==> src/rtl/sync_fifo_flags.sv <==
// sync_fifo_flags: single-clock FIFO of arbitrary depth with an occupancy count.
// It provides almost-full and almost-empty watermarks, sticky overflow and
// underflow flags, and either registered (standard) or first-word-fall-through
// read data.

module sync_fifo_flags #(
    parameter int DEPTH      = 12,
    parameter int DATA_WIDTH = 8,
    parameter int FWFT       = 0,
    parameter int AF_THRESH  = 10,
    parameter int AE_THRESH  = 2,
    localparam int CW        = $clog2(DEPTH + 1),
    localparam int PW        = (DEPTH > 2) ? $clog2(DEPTH) : 1
) (
    input  logic                  clk,
    input  logic                  rst,
    input  logic [DATA_WIDTH-1:0] data_wr,
    input  logic                  wr_en,
    output logic                  fifo_full,
    output logic [DATA_WIDTH-1:0] data_rd,
    input  logic                  rd_en,
    output logic                  fifo_empty,
    output logic                  almost_full,
    output logic                  almost_empty,
    output logic [CW-1:0]         count,
    output logic                  overflow,
    output logic                  underflow,
    input  logic                  err_clr
);

    // Reject illegal parameter combinations at elaboration time.
    if (DEPTH < 2 || DATA_WIDTH < 1 || (FWFT != 0 && FWFT != 1) ||
        AF_THRESH < 1 || AF_THRESH > DEPTH ||
        AE_THRESH < 0 || AE_THRESH > DEPTH - 1) begin : g_bad_params
        $error("sync_fifo_flags: illegal parameter value");
    end

    logic [DATA_WIDTH-1:0] r_mem [DEPTH];
    logic [PW-1:0]         r_wr_ptr;
    logic [PW-1:0]         r_rd_ptr;
    logic [CW-1:0]         r_count;
    logic [CW-1:0]         w_count_nxt;
    logic                  r_overflow;
    logic                  r_underflow;
    logic                  w_wr_acc;
    logic                  w_rd_acc;

    // Flags decode the registered count only, so they move one cycle after
    // the edge that accepted the request.
    assign fifo_full    = (r_count == CW'(DEPTH));
    assign fifo_empty   = (r_count == '0);
    assign almost_full  = (r_count >= CW'(AF_THRESH));
    assign almost_empty = (r_count <= CW'(AE_THRESH));
    assign count        = r_count;
    assign overflow     = r_overflow;
    assign underflow    = r_underflow;

    // Acceptance looks at registered state, never at the other request.
    assign w_wr_acc = wr_en & ~fifo_full;
    assign w_rd_acc = rd_en & ~fifo_empty;

    // Next occupancy: simultaneous accepted read and write cancel out.
    always_comb begin
        // NOTE: default assigned first so every path drives the signal and no latch is inferred.
        w_count_nxt = r_count;
        case ({w_wr_acc, w_rd_acc})
            2'b10:   w_count_nxt = r_count + 1'b1;
            2'b01:   w_count_nxt = r_count - 1'b1;
            default: w_count_nxt = r_count;
        endcase
    end

    // Storage write port.
    always_ff @(posedge clk) begin
        // NOTE: the array is deliberately not reset; pointers and count define validity.
        if (w_wr_acc) begin
            r_mem[r_wr_ptr] <= data_wr;
        end
    end

    // Pointers and count, wrapping at DEPTH-1 since DEPTH need not be 2^n.
    always_ff @(posedge clk) begin
        // NOTE: sequential state uses non-blocking assignments to avoid simulation races.
        if (rst) begin
            r_wr_ptr <= '0;
            r_rd_ptr <= '0;
            r_count  <= '0;
        end else begin
            if (w_wr_acc) begin
                r_wr_ptr <= (r_wr_ptr == PW'(DEPTH - 1)) ? '0 : r_wr_ptr + 1'b1;
            end
            if (w_rd_acc) begin
                r_rd_ptr <= (r_rd_ptr == PW'(DEPTH - 1)) ? '0 : r_rd_ptr + 1'b1;
            end
            r_count <= w_count_nxt;
        end
    end

    // Sticky error flags; a set event in the same cycle as err_clr wins.
    always_ff @(posedge clk) begin
        if (rst) begin
            r_overflow  <= 1'b0;
            r_underflow <= 1'b0;
        end else begin
            if (wr_en && fifo_full) begin
                r_overflow <= 1'b1;
            end else if (err_clr) begin
                r_overflow <= 1'b0;
            end
            if (rd_en && fifo_empty) begin
                r_underflow <= 1'b1;
            end else if (err_clr) begin
                r_underflow <= 1'b0;
            end
        end
    end

    if (FWFT != 0) begin : g_fwft
        // Head of the queue is presented directly; zero while empty.
        assign data_rd = fifo_empty ? '0 : r_mem[r_rd_ptr];
    end else begin : g_std
        logic [DATA_WIDTH-1:0] r_data_rd;

        // Registered read data, held until the next accepted read.
        always_ff @(posedge clk) begin
            if (rst) begin
                r_data_rd <= '0;
            end else if (w_rd_acc) begin
                r_data_rd <= r_mem[r_rd_ptr];
            end
        end

        assign data_rd = r_data_rd;
    end

endmodule

==> config.mk <==
export PLATFORM = sky130hd
export DESIGN_NAME = sync_fifo_flags
export DESIGN_NICKNAME = d
export VERILOG_FILES = /design/src/rtl/sync_fifo_flags.sv
export SDC_FILE = /design/constraint.sdc
export NUM_CORES = 1
export LEC_CHECK = 0
export ABC_CLOCK_PERIOD_IN_PS = 6100
export BUFFER_PORTS_ARGS = -buffer_cell sky130_fd_sc_hd__buf_4
export CAP_MARGIN = 40
export CORE_AREA = 2 2 115 117
export CTS_BUF_LIST = sky130_fd_sc_hd__clkbuf_4 sky130_fd_sc_hd__clkbuf_8
export DETAILED_ROUTE_END_ITERATION = 12
export DIE_AREA = 0 0 117 119
export MAX_ROUTING_LAYER = met4
export PLACE_DENSITY = 0.56
export SYNTH_ARGS = -nofsm -noshare
export SYNTH_HDL_FRONTEND = slang
export SYNTH_SLANG_ARGS = --single-unit
==> constraint.sdc <==
create_clock -name clk -period 6.1 [get_ports clk]
set_input_delay 0.305 -clock clk [delete_from_list [all_inputs] [get_ports clk]]
set_output_delay 0.305 -clock clk [all_outputs]
set_load 0.005 [all_outputs]
After elaboration in Yosys (flattened, before gate mapping)
Memory sizes are Yosys's and may differ from the RTL's. A register that Yosys moved wholly into a read port is not among the register bits.
Cells that the tools add are included.
{"block": "classes", "add_sub_neg": 4, "magnitude_cmp": 2, "eq_ne": 5, "muxes": 8, "bitwise": 4, "reduce_logical": 6}
{"op": "adder 4 x 1 -> 4 bit, second input constant", "n": 3}
{"op": "equality test 4 bit, second input constant", "n": 3}
{"op": "two-way mux 4 bit", "n": 2}
{"op": "one-hot mux 4 bit (2 select lines)", "n": 1}
{"op": "nonzero test 2 bit", "n": 3}
{"op": "two-way mux 1 bit", "n": 5}
{"op": ">= comparator 4 bit, second input constant", "n": 1}
{"op": "<= comparator 4 x 2 -> 1 bit, second input constant", "n": 1}
{"op": "logical NOT 4 bit", "n": 1}
{"op": "subtractor 4 x 1 -> 4 bit, second input constant", "n": 1}
{"op": "AND 1 bit", "n": 2}
{"op": "equality test 2 x 1 -> 1 bit, second input constant", "n": 1}
{"op": "equality test 2 bit, second input constant", "n": 1}
{"op": "logical AND 1 bit", "n": 2}
{"op": "NOT 1 bit", "n": 2}
{"block": "word_totals", "reg_bits": 14, "ram_bits": 96, "inputBits": 13, "output_inout_bits": 18, "memories": 1}
{"memory": "r_mem", "depth": 12, "width": 8, "read_ports": 1, "rd_clocked_by_memory_dff": 1, "wr": 1, "line": "38", "text": "logic [DATA_WIDTH-1:0] r_mem [DEPTH];"}

Depth between registers and ports, before layout
{"block": "depth", "ltp_word": 5, "ltp_mapped": 11}

Worst setup path after synthesis
No wires, ideal clock.
{"block": "synth_path", "path_kind": "register to register", "start": "reg r_count[1] (netlist: count[1])", "end": "reg r_count[2] (netlist: count[2])", "t_arrival_ns": 2.472, "t_required_ns": 6.030, "setup_slack_ns": 3.558, "path_stages_with_launch": 12, "cell_sequence": "dfxtp_1 -> clkbuf_1 -> o41ai_4 -> inv_2 -> buf_6 -> ha_1 -> xor2_1 -> ha_1 -> a21oi_1 -> xor2_1 -> or3_1 -> a21oi_1"}
{"block": "synth_between", "elab_chain_len": 5}
{"item": "from (decl)", "line": "41", "text": "logic [CW-1:0] r_count;"}
{"item": "from (signal assigned)", "line": "95", "text": "r_count <= w_count_nxt;"}
{"item": "logical NOT 4 bit *", "line": "51", "text": "assign fifo_empty = (r_count == '0);"}
{"item": "NOT 1 bit *", "line": "60", "text": "assign w_rd_acc = rd_en & ~fifo_empty;"}
{"item": "AND 1 bit *", "line": "60"}
{"item": "via w_rd_acc", "line": "46", "text": "logic w_rd_acc;"}
{"item": "equality test 2 x 1 -> 1 bit or equality test 2 bit (tied branches)", "line": "66", "text": "case ({w_wr_acc, w_rd_acc})"}
{"item": "one-hot mux 4 bit (2 select lines) or nonzero test 2 bit (tied branches)"}
The timed path passes the listed nets; every way through them passes the cells marked *.
A chain may end at the register's enable or synchronous reset.

Final worst setup path
{"block": "layout_path", "start": "reg r_count[0] (netlist: count[0])", "end": "reg r_count[2] (netlist: count[2])"}
{"block": "layout_between", "elab_chain_len": 5}
{"item": "equality test 4 bit or logical NOT 4 bit (tied branches)", "line": "50, 51"}
{"item": "NOT 1 bit (on tied branches)", "line": "59, 60"}
{"item": "AND 1 bit (on tied branches)", "line": "59, 60"}
{"item": "equality test 2 x 1 -> 1 bit or equality test 2 bit (tied branches)", "line": "66"}
{"item": "one-hot mux 4 bit (2 select lines) or nonzero test 2 bit (tied branches)"}
Parallel ways exist; a longest one is shown, timed or not.

==> results.tsv <==
stage	metric	value	unit
run_status	status	complete, no violations	
worst_setup_path	critical path type	register to register	
detailed_routing	1st-iter DRT viols	158	
clock_network	Num CTS Buffers	17	
clock_network	hold_buf cts	0	
yosys	Top FF cell, synth	edfxtp_1	
timing	worst hold slack	147	ps
timing	final max-slew violation count	0	
timing	worst-margin pin slew	760	ps
floorplanning	chip height	119	um
worst_setup_path	critical path launch point type	register	
layout	fin area	5730	um2
yosys	Syn Nets	298	
layout	area of the multi-input gates	1460	um2
floorplanning	core area	12900	um2
place	Port Buffers	30	
timing	Setup TNS	0	ps
yosys	Post-Syn Area	4950	um2
global_routing	vias in the first global route	2547	
detailed_routing	DRC	0	
yosys	Post-synth EDFFs	96	
clock_network	cts repair resizes	0	
floorplanning	Core Rows	42	
timing	Tmin final	2750	ps
layout	nets	336	
yosys	register bit total from synthesis	118	
hold_path	Worst Min Path Start	wr_en	
detailed_routing	routed wire length	9600	um
timing	Slew HR	49.1	%
worst_setup_path	Reg-to-Reg Start	count[0]$_SDFFE_PP0P_	
layout	n_diodes	0	
clock_network	Post-CTS Setup Inserts	0	
yosys	Post-Syn Instances	277	
yosys	asr flop ratio synth	0	%
layout	area grow syn2layout	15.8	%
power_and_ir_drop	Max IR drop VDD	0.333	mV
detailed_routing	1st-pass router iterations	4	
yosys	mean post-synth cell area	17.9	um2
layout	register area	3320	um2
global_routing	Total GRT Usage	15.5	%
worst_setup_path	Crit Path Max Fanout	13	
layout	Layout fillers	1137	
timing	achievable clock frequency	364	MHz
timing	setup violators final	0	
hold_path	Hold EP	overflow$_SDFFE_PP0P_	
global_routing	initial antenna violation count	0	
global_routing	Overflow after GRT	0	
yosys	Seq/Total Area, Yosys	67.2	%
clock_network	maximum clock path buffer count	2	
floorplanning	die area	13900	um2
worst_setup_path	CP arrival	3110	ps
job	maxcap violations	0	
yosys	Synth cell types	44	
timing	RSZ-0062 raised after global routing	false	
layout	Non-Filler Instances	504	
place	routability cong.	0.717	
timing	Hold Vio Cnt, Final	0	
worst_setup_path	Critical Path RT	6460	ps
place	Placed Instances	472	
global_routing	first-pass GRT wire length	14800	um
hold_path	Hold WC Path Type	input port to register	
global_routing	largest net degree at the start of global routing	28	
layout	share of cells above drive strength 1	28.4	%
worst_setup_path	reg2reg path depth	9	
clock_network	CTS root buf	clkbuf_8	
clock_network	Clk Latency, worst-skew pair	430	ps
worst_setup_path	flop2flop setup slack	3350	ps
detailed_routing	drt wl/cell	19.1	um
floorplanning	initial core utilization	38.4	%
detailed_routing	Final ANT Viol Nets	0	
worst_setup_path	CP Capture Type	register	
yosys	Ys Warns	0	
timing	Final period util	45.1	%
hold_path	Hold Path Stages	3	
detailed_routing	Avg Vias per Cell	5.02	
layout	fin util	44.5	%
clock_network	clock-pin slew on the worst setup and hold paths	80	ps
place	Post-DP Area	5320	um2
clock_network	CTS tree	yes	
clock_network	Sink Count	118	
floorplanning	IO Pins	31	
worst_setup_path	worst r2r dst	count[2]$_SDFFE_PP0P_	
clock_network	H-tree Lvls	4	
power_and_ir_drop	Lkg Pwr	1.93	nW
power_and_ir_drop	Power Dens Cells	364	nW/um2
timing	clock skew	12.3	ps
floorplanning	Die X	117	um
place	DP Wirelength	6000	um
detailed_routing	via count	2529	
## flip-flops by register name (all words and copies together), names as in the netlist
| signal | count |
|---|---|
| count | 4 |
| data_rd | 8 |
| overflow | 1 |
| r_mem | 96 |
| r_rd_ptr | 4 |
| r_wr_ptr | 4 |
| underflow | 1 |
## worst max-delay path: stages, from the launching register on
cell and delay (ps):
dfxtp_1 420, o41ai_4 630, inv_2 280, ha_1 320
xor2_1 160, ha_1 190, a21oi_1 140, xor2_1 90
or3_1 310, a21oi_1 130
## metrics by stage
stage	total power, mW	setup slack [ps]
4_1_cts	2.11	3330
3_3_place_gp	1.37	3450
6_report	2.08	3350
2_1_floorplan	1.27	3560
3_5_place_dp	1.38	3350
5_1_grt	2.18	3130
## per-layer routing
| layer | global-route usage (%) | routed length (um) | up-vias |
|---|---|---|---|
| met1 | 20.1 | 4200 | 1279 |
| met5 | - | 0 | - |
| met2 | 23.0 | 4750 | 44 |
| met4 | 6.40 | 175 | 0 |
| met3 | 4.27 | 479 | 16 |
| li1 | - | - | 1190 |
## how the worst max path moves through the flow
stage | end | from | cells past startpoint
final | count[2]$_SDFFE_PP0P_ | count[0]$_SDFFE_PP0P_ | 9
after global routing | count[2]$_SDFFE_PP0P_ | count[0]$_SDFFE_PP0P_ | 9
after CTS | count[2]$_SDFFE_PP0P_ | count[0]$_SDFFE_PP0P_ | 9
after detailed placement | count[2]$_SDFFE_PP0P_ | count[0]$_SDFFE_PP0P_ | 9
after global placement | count[2]$_SDFFE_PP0P_ | count[0]$_SDFFE_PP0P_ | 9
after floorplan | count[2]$_SDFFE_PP0P_ | count[1]$_SDFFE_PP0P_ | 11
## layout by cell type (no fill, tap or decap), types with 2 or more instances in the layout
cell	instances
edfxtp_1	96
buf_4	32
dfxtp_1	22
clkbuf_8	17
mux4_1	14
nor2_1	13
and2_1	11
mux4_2	10
a21oi_1	10
mux2_2	8
a221o_1	8
ha_1	8
nand2_1	7
inv_1	6
nor3b_1	6
clkinv_4	6
nor3b_2	5
o21ai_1	4
nor2b_1	4
xor2_1	3
mux2i_1	3
clkinv_2	3
bufinv_16	3
nor3_1	2
o21ai_0	2
inv_6	2
## area by class of cell
class / count / area share, %
multi-input cells: 137 / 25.6
well taps: 176 / 3.84
clock inverters: 15 / 3.12
repair buffers: 34 / 4.94
clock buffers: 17 / 4.08
flip-flops and latches: 118 / 58.0
inverters: 7 / 0.459
## power breakdown
part / total (mW) / switching, mW / internal, mW / leakage, nW
Combinational: 0.395 / 0.184 / 0.211 / 0.675
Sequential: 0.961 / 0.0481 / 0.913 / 1.05
Clock: 0.729 / 0.323 / 0.406 / 0.212
Total: 2.08 / 0.555 / 1.53 / 1.93
## kinds of logic (layout without fill, tap and decap cells)
| group | after synthesis | in the layout | share of synthesized area (%) |
|---|---|---|---|
| flops | 118 | 118 | 67.2 |
| simple gates | 58 | 58 | 7.36 |
| buf+inv | 22 | 73 | 3.34 |
| fa+ha+maj | 8 | 8 | 2.02 |
| xor+xnor | 3 | 3 | 0.531 |
| mux | 36 | 36 | 14.6 |
| compound gates | 32 | 32 | 4.91 |
## cells in the mapped netlist (2+ instances only)
cell / instances / share of area, %
a21oi_1: 10 / 1.0
a221o_1: 8 / 1.6
and2_1: 11 / 1.4
buf_12: 2 / 0.81
buf_2: 4 / 0.40
buf_6: 4 / 0.91
clkbuf_1: 4 / 0.30
dfxtp_1: 22 / 8.9
edfxtp_1: 96 / 58
ha_1: 8 / 2.0
inv_1: 6 / 0.46
mux2_2: 8 / 1.8
mux2i_1: 3 / 0.61
mux4_1: 14 / 7.4
mux4_2: 10 / 4.6
nand2_1: 7 / 0.53
nor2_1: 13 / 0.99
nor2b_1: 4 / 0.51
nor3_1: 2 / 0.20
nor3b_1: 6 / 0.91
nor3b_2: 5 / 1.3
nor4_1: 2 / 0.25
o21ai_0: 2 / 0.20
o21ai_1: 4 / 0.40
xor2_1: 3 / 0.53
No activity file was read; power rests on OpenSTA's default activity.
